`config.mk`:
```
export PLATFORM = sky130hd
export DESIGN_NAME = mod_down_count_flat
export DESIGN_NICKNAME = d
export VERILOG_FILES = /design/src/rtl/mod_down_count_pkg.sv /design/src/rtl/mod_down_count_if.sv /design/src/rtl/mod_down_count_clamp.sv /design/src/rtl/mod_down_count.sv /design/src/flat_wrapper.sv
export SDC_FILE = /design/constraint.sdc
export NUM_CORES = 1
export LEC_CHECK = 0
export CAP_MARGIN = 20
export CORE_AREA = 5 5 42 44
export DETAILED_ROUTE_END_ITERATION = 8
export DIE_AREA = 0 0 47 49
export HOLD_SLACK_MARGIN = 0.06
export SLEW_MARGIN = 20
export SYNTH_ARGS = -nofsm -noshare
export SYNTH_HDL_FRONTEND = slang
export SYNTH_SLANG_ARGS = --single-unit
```
`constraint.sdc`:
```
create_clock -name clk -period 1.8 [get_ports clk]
set_input_delay 0.45 -clock clk [delete_from_list [all_inputs] [get_ports clk]]
set_output_delay 0.45 -clock clk [all_outputs]
set_load 0.1 [all_outputs]
```
`src/rtl/mod_down_count_pkg.sv`:
```
// Shared definitions for the modulo counters: state encoding and default bounds.
package mod_count_pkg;

   typedef enum logic {
      ST_COUNT = 1'b0,
      ST_HALT  = 1'b1
   } state_t;

   // Default bounds, shared with the 5-to-15 up-counter.
   localparam int CNT_HI_DEF = 15;
   localparam int CNT_LO_DEF = 5;

endpackage

```
`src/rtl/mod_down_count_if.sv`:
```
// Control/status bundle for mod_down_count.
// Optional macro WRAP_CNT_EN adds the saturating wrap counter output.
interface mod_down_count_if #(
   parameter int WIDTH = 4
);
   logic             en;
   logic             load;
   logic [WIDTH-1:0] load_val;
   logic             oneshot;
   logic [WIDTH-1:0] out;
   logic             tc;
   logic             done;
`ifdef WRAP_CNT_EN
   logic [7:0]       wrap_cnt;

   modport master (output en, load, load_val, oneshot, input out, tc, done, wrap_cnt);
   modport slave  (input en, load, load_val, oneshot, output out, tc, done, wrap_cnt);
`else
   modport master (output en, load, load_val, oneshot, input out, tc, done);
   modport slave  (input en, load, load_val, oneshot, output out, tc, done);
`endif
endinterface

```
`src/rtl/mod_down_count_clamp.sv`:
```
// Combinational clamp: values outside [LO, HI] are mapped to HI.
import mod_count_pkg::*;

module mod_count_clamp #(
   parameter int WIDTH = 4,
   parameter int HI    = CNT_HI_DEF,
   parameter int LO    = CNT_LO_DEF
) (
   input  logic [WIDTH-1:0] v,
   output logic [WIDTH-1:0] y
);
   localparam logic [WIDTH-1:0] HI_V = WIDTH'(HI);
   localparam logic [WIDTH-1:0] LO_V = WIDTH'(LO);

   // Out-of-range values map to the reload value HI.
   always_comb begin
      y = v;
      if ((v > HI_V) || (v < LO_V)) begin
         y = HI_V;
      end
   end
endmodule

```
`src/rtl/mod_down_count.sv`:
```
// Modulo down-counter HI..LO with enable, clamped parallel load, terminal-count
// pulse and one-shot halt. Optional macro WRAP_CNT_EN adds a saturating count
// of terminal-count pulses (wrap_cnt).
//
//   state    | meaning
//   ---------+-----------------------------------------------------------
//   ST_COUNT | counting down on en; wraps to HI or halts at LO
//   ST_HALT  | one-shot finished, out parked at LO, done high, waits load
import mod_count_pkg::*;

module mod_down_count #(
   parameter int WIDTH = 4,
   parameter int HI    = CNT_HI_DEF,
   parameter int LO    = CNT_LO_DEF
) (
   input  logic          clk,
   input  logic          rst,
   mod_down_count_if.slave bus
);
   localparam logic [WIDTH-1:0] HI_V = WIDTH'(HI);
   localparam logic [WIDTH-1:0] LO_V = WIDTH'(LO);

   state_t           state_q, state_d;
   logic [WIDTH-1:0] out_q, out_d;
   logic             tc_q, tc_d;
   logic             done_q, done_d;
   logic [WIDTH-1:0] load_clamped;
   logic [WIDTH-1:0] out_clamped;
   logic             out_illegal;

   mod_count_clamp #(.WIDTH(WIDTH), .HI(HI), .LO(LO)) u_clamp_load (
      .v (bus.load_val),
      .y (load_clamped)
   );

   // Second clamp detects an out value that escaped [LO, HI].
   mod_count_clamp #(.WIDTH(WIDTH), .HI(HI), .LO(LO)) u_clamp_out (
      .v (out_q),
      .y (out_clamped)
   );

   assign out_illegal = (out_clamped != out_q);

   // State and output registers; reset parks the counter at HI.
   always_ff @(posedge clk or posedge rst) begin
      if (rst) begin
         state_q <= ST_COUNT;
         out_q   <= HI_V;
         tc_q    <= 1'b0;
         done_q  <= 1'b0;
      end else begin
         state_q <= state_d;
         out_q   <= out_d;
         tc_q    <= tc_d;
         done_q  <= done_d;
      end
   end

   // Next-state and next-output logic; load always beats the terminal step.
   always_comb begin
      state_d = state_q;
      out_d   = out_q;
      tc_d    = 1'b0;
      done_d  = done_q;
      case (state_q)
         ST_COUNT: begin
            done_d = 1'b0;
            if (bus.load) begin
               out_d = load_clamped;
            end else if (bus.en) begin
               if (out_illegal) begin
                  out_d = HI_V;
               end else if (out_q > LO_V) begin
                  out_d = out_q - 1'b1;
               end else if (!bus.oneshot) begin
                  out_d = HI_V;
                  tc_d  = 1'b1;
               end else begin
                  tc_d    = 1'b1;
                  done_d  = 1'b1;
                  state_d = ST_HALT;
               end
            end
         end
         ST_HALT: begin
            done_d = 1'b1;
            if (bus.load) begin
               out_d   = load_clamped;
               done_d  = 1'b0;
               state_d = ST_COUNT;
            end
         end
         default: begin
            state_d = ST_COUNT;
            out_d   = HI_V;
            done_d  = 1'b0;
         end
      endcase
   end

   assign bus.out  = out_q;
   assign bus.tc   = tc_q;
   assign bus.done = done_q;

`ifdef WRAP_CNT_EN
   logic [7:0] wrap_q;

   // Saturating count of terminal-count pulses, cleared by any load.
   always_ff @(posedge clk or posedge rst) begin
      if (rst) begin
         wrap_q <= 8'd0;
      end else if (bus.load) begin
         wrap_q <= 8'd0;
      end else if (tc_d && (wrap_q != 8'hFF)) begin
         wrap_q <= wrap_q + 8'd1;
      end
   end

   assign bus.wrap_cnt = wrap_q;
`endif

endmodule

```
`src/flat_wrapper.sv`:
```
// flat-port wrapper written by rule: the top's interface ports become plain ports
module mod_down_count_flat 
#(
   parameter int WIDTH = 4,
   parameter int HI    = CNT_HI_DEF,
   parameter int LO    = CNT_LO_DEF
)
  (clk, rst, bus_en, bus_load, bus_load_val, bus_oneshot, bus_out, bus_tc, bus_done);
  mod_down_count_if #(.WIDTH(WIDTH)) bus_i ();
  input  logic clk;
  input  logic rst;
  input wire logic [$bits(bus_i.en)-1:0] bus_en;
  input wire logic [$bits(bus_i.load)-1:0] bus_load;
  input wire logic [$bits(bus_i.load_val)-1:0] bus_load_val;
  input wire logic [$bits(bus_i.oneshot)-1:0] bus_oneshot;
  output wire logic [$bits(bus_i.out)-1:0] bus_out;
  output wire logic [$bits(bus_i.tc)-1:0] bus_tc;
  output wire logic [$bits(bus_i.done)-1:0] bus_done;
  assign bus_i.en = bus_en;
  assign bus_i.load = bus_load;
  assign bus_i.load_val = bus_load_val;
  assign bus_i.oneshot = bus_oneshot;
  assign bus_out = bus_i.out;
  assign bus_tc = bus_i.tc;
  assign bus_done = bus_i.done;
  mod_down_count #(.WIDTH(WIDTH), .HI(HI), .LO(LO)) u_core (.clk(clk), .rst(rst), .bus(bus_i));
endmodule
```
==> flow_summary.ini <==
[setup_path]
worstPathRequired_ps = 1980
critPathMaxFanout = 3
timing.rr.start = u_core.bus.out[1]$_DFFE_PP1P_
worst-setup-path-type = flop to flop
end_kind = flop
arrival_ps = 1900
worst_setup_path_start_kind = flop
setup.worst_path.start = u_core.bus.out[1]$_DFFE_PP1P_
crit_end = u_core.bus.out[1]$_DFFE_PP1P_
reg2regPathDepth = 6
rr_endpoint = u_core.bus.out[1]$_DFFE_PP1P_
reg2reg_slack_ps = 80

[route]
wire_per_inst_um = 12.5
drtIter0Drc = 5
ant_nets = 0
drc = 0
vias = 397
dr.pass1.iters = 4
routed_wl_um = 1000
vias_per_cell = 4.96

[placement]
port_buffers = 14
place_ws_ps = 37.8
place_congestion = 0.666
dp_cells = 76
place_hpwl_um = 822
place_area_um2 = 682

[clock_network]
insertion_delay_ps = 250
cts_sinks = 6
clkSlewWorstSetupHoldPaths_ps = 50
post_cts_resized = 0
postCtsSetupBuffers = 0
ctsHtreeMaxLevel = 1
cts-root-buf = clkbuf_4
clockBufferDepth = 2
cts_tree = yes
postCtsHoldBufs = 0
cts_buffers = 3

[floorplan]
die_area_um2 = 2300
num_io_pins = 15
core_area_um2 = 1400
fp.dieW_um = 47
start_util = 0.287
fp.dieH_um = 49
rows = 14

[yosys]
synth.largest_area_cell = dfstp_2
yosysUniqueCellTypes = 23
synthCells = 41
synth_edf_count = 0
yosys_register_bits = 6
synth_top_area_frac = 0.262
synthesis.area_um2 = 402
synth_nets = 52
yosysWarnings = 0
yosys-top-cells-area = dfstp_2, dfrtp_1, mux2_4
ys_async_sr_fraction = 1.00
seq_area_frac_synth = 0.386
synthFlopType = dfstp_2
syn_avg_cell_area_um2 = 9.80

[final_layout]
num_antenna_cells = 0
area_growth_pct = 77.6
n_fill_cell = 144
utilization = 0.509
final_layout_size_suffix_gt1_frac = 0.391
fin_cells = 80
multi_input_area_um2 = 249
final_cell_area_um2 = 713
nNetsFinal = 76
seq_area_um2 = 163

[power_and_ir_drop]
combPwrFrac = 0.541
intPower_uw = 435
p_sw_uw = 321
p_clk_frac = 0.185
power_per_cell_area_nw_per_um2 = 1060
vdd_drop_max_mv = 0.437
p_seq_frac = 0.275
p_leak_nw = 0.311
swShare = 0.424

[global_routing]
grt_start_max_net_pins = 9
grt_pass1_vias = 369
grt_pass1_wl_um = 1570
track_usage = 0.100
antenna_found_initial = 0
grt_overflow_total = 0

[outcome]
status = completed

[sta]
holdWs_ps = 418
hold_viol_final = 0
drv_slew = 0
setup_slack_ps = 83.3
fmax_ghz = 0.583
period_needed_ps = 1720
period_share = 0.954
rsz0062_at_grt = no
worstMarginPinSlew_ps = 299
slew_headroom = 0.798
worst_clock_skew_ps = 9.71
finalSetupViolCount = 0

[min_path]
min_path_type = input port to asynchronous set/reset pin

[job]
maxCapViolations = 0
[synthesized netlist by cell type (2+ instances only)]
library cell	number
a21oi_1	3
a31oi_1	3
dfrtp_1	2
dfstp_2	4
ha_1	2
inv_1	4
mux2_4	2
nor2_1	3
nor3_1	2
nor4b_1	2
o21ai_0	2
[cell type report]
cell class	instances	share of cell area
Clock buffer	4	0.0368
Inverter	4	0.0246
Multi-Input combinational cell	31	0.349
Sequential cell	6	0.228
Tap cell	16	0.0281
Timing Repair Buffer	19	0.333
[logic make-up (layout without fill, tap and decap cells)]
group	Yosys count	in the layout	synth area share
flops	6	6	0.386
compound gates	13	13	0.218
mux	2	2	0.0748
simple gates	14	14	0.221
fa+ha+maj	2	2	0.0623
buf+inv	4	27	0.0374
[cell usage in the layout, fill, tap and decap left out, types with 2 or more instances in the layout]
master / n
a21oi_1: 3
a31oi_1: 3
buf_12: 6
buf_4: 5
clkbuf_4: 3
clkdlybuf4s50_1: 8
dfrtp_1: 2
dfstp_2: 2
dfstp_4: 2
inv_1: 2
mux2_4: 2
nor2_1: 3
nor3_1: 2
nor4b_1: 2
o21ai_0: 2
[stage by stage]
stage | power [mW] | setup TNS, ps
after CTS | 0.764 | 0
after global placement | 0.613 | 0
after global routing | 0.798 | 0
final | 0.756 | 0
after detailed placement | 0.621 | 0
after floorplan | 0.454 | -213
[sequential cells by signal, summed over array words and instances (netlist names)]
signal and cells:
u_core.bus.tc 1, u_core.bus.done 1, u_core.bus.out 4
[power groups by stage]
stage	Combinational (mW)	Sequential, mW	Clock (mW)
2_1_floorplan	0.0968	0.357	0
6_report	0.409	0.208	0.140
3_3_place_gp	0.403	0.210	0
5_1_grt	0.430	0.214	0.154
3_5_place_dp	0.411	0.210	0
4_1_cts	0.411	0.208	0.145
[layer usage]
| layer | wire, um | track usage | vias to the layer above |
|---|---|---|---|
| met1 | 420 | 0.118 | 180 |
| met2 | 485 | 0.140 | 15 |
| met3 | 52 | 0 | 4 |
| li1 | - | - | 198 |
| met5 | 0 | 0 | - |
| met4 | 44 | 0.124 | 0 |
[how the worst min path moves through the flow]
stage / from / end / slack (ps)
finish: rst / u_core.bus.done$_DFF_PP0_ / 420
global route: rst / u_core.bus.done$_DFF_PP0_ / 440
CTS: rst / u_core.bus.done$_DFF_PP0_ / 420
detailed placement: u_core.bus.out[3]$_DFFE_PP1P_ / u_core.bus.out[3]$_DFFE_PP1P_ / 570
global placement: u_core.bus.out[3]$_DFFE_PP1P_ / u_core.bus.out[3]$_DFFE_PP1P_ / 560
floorplan: rst / u_core.bus.done$_DFF_PP0_ / 240
[worst max-delay path: stages, from the launching register on]
cell and delay (ps):
dfstp_4 630, inv_4 40, ha_1 190, and4bb_1 210, a21boi_2 200, nor2_4 70, mux2_4 300
(Power assumes the default switching activity.)
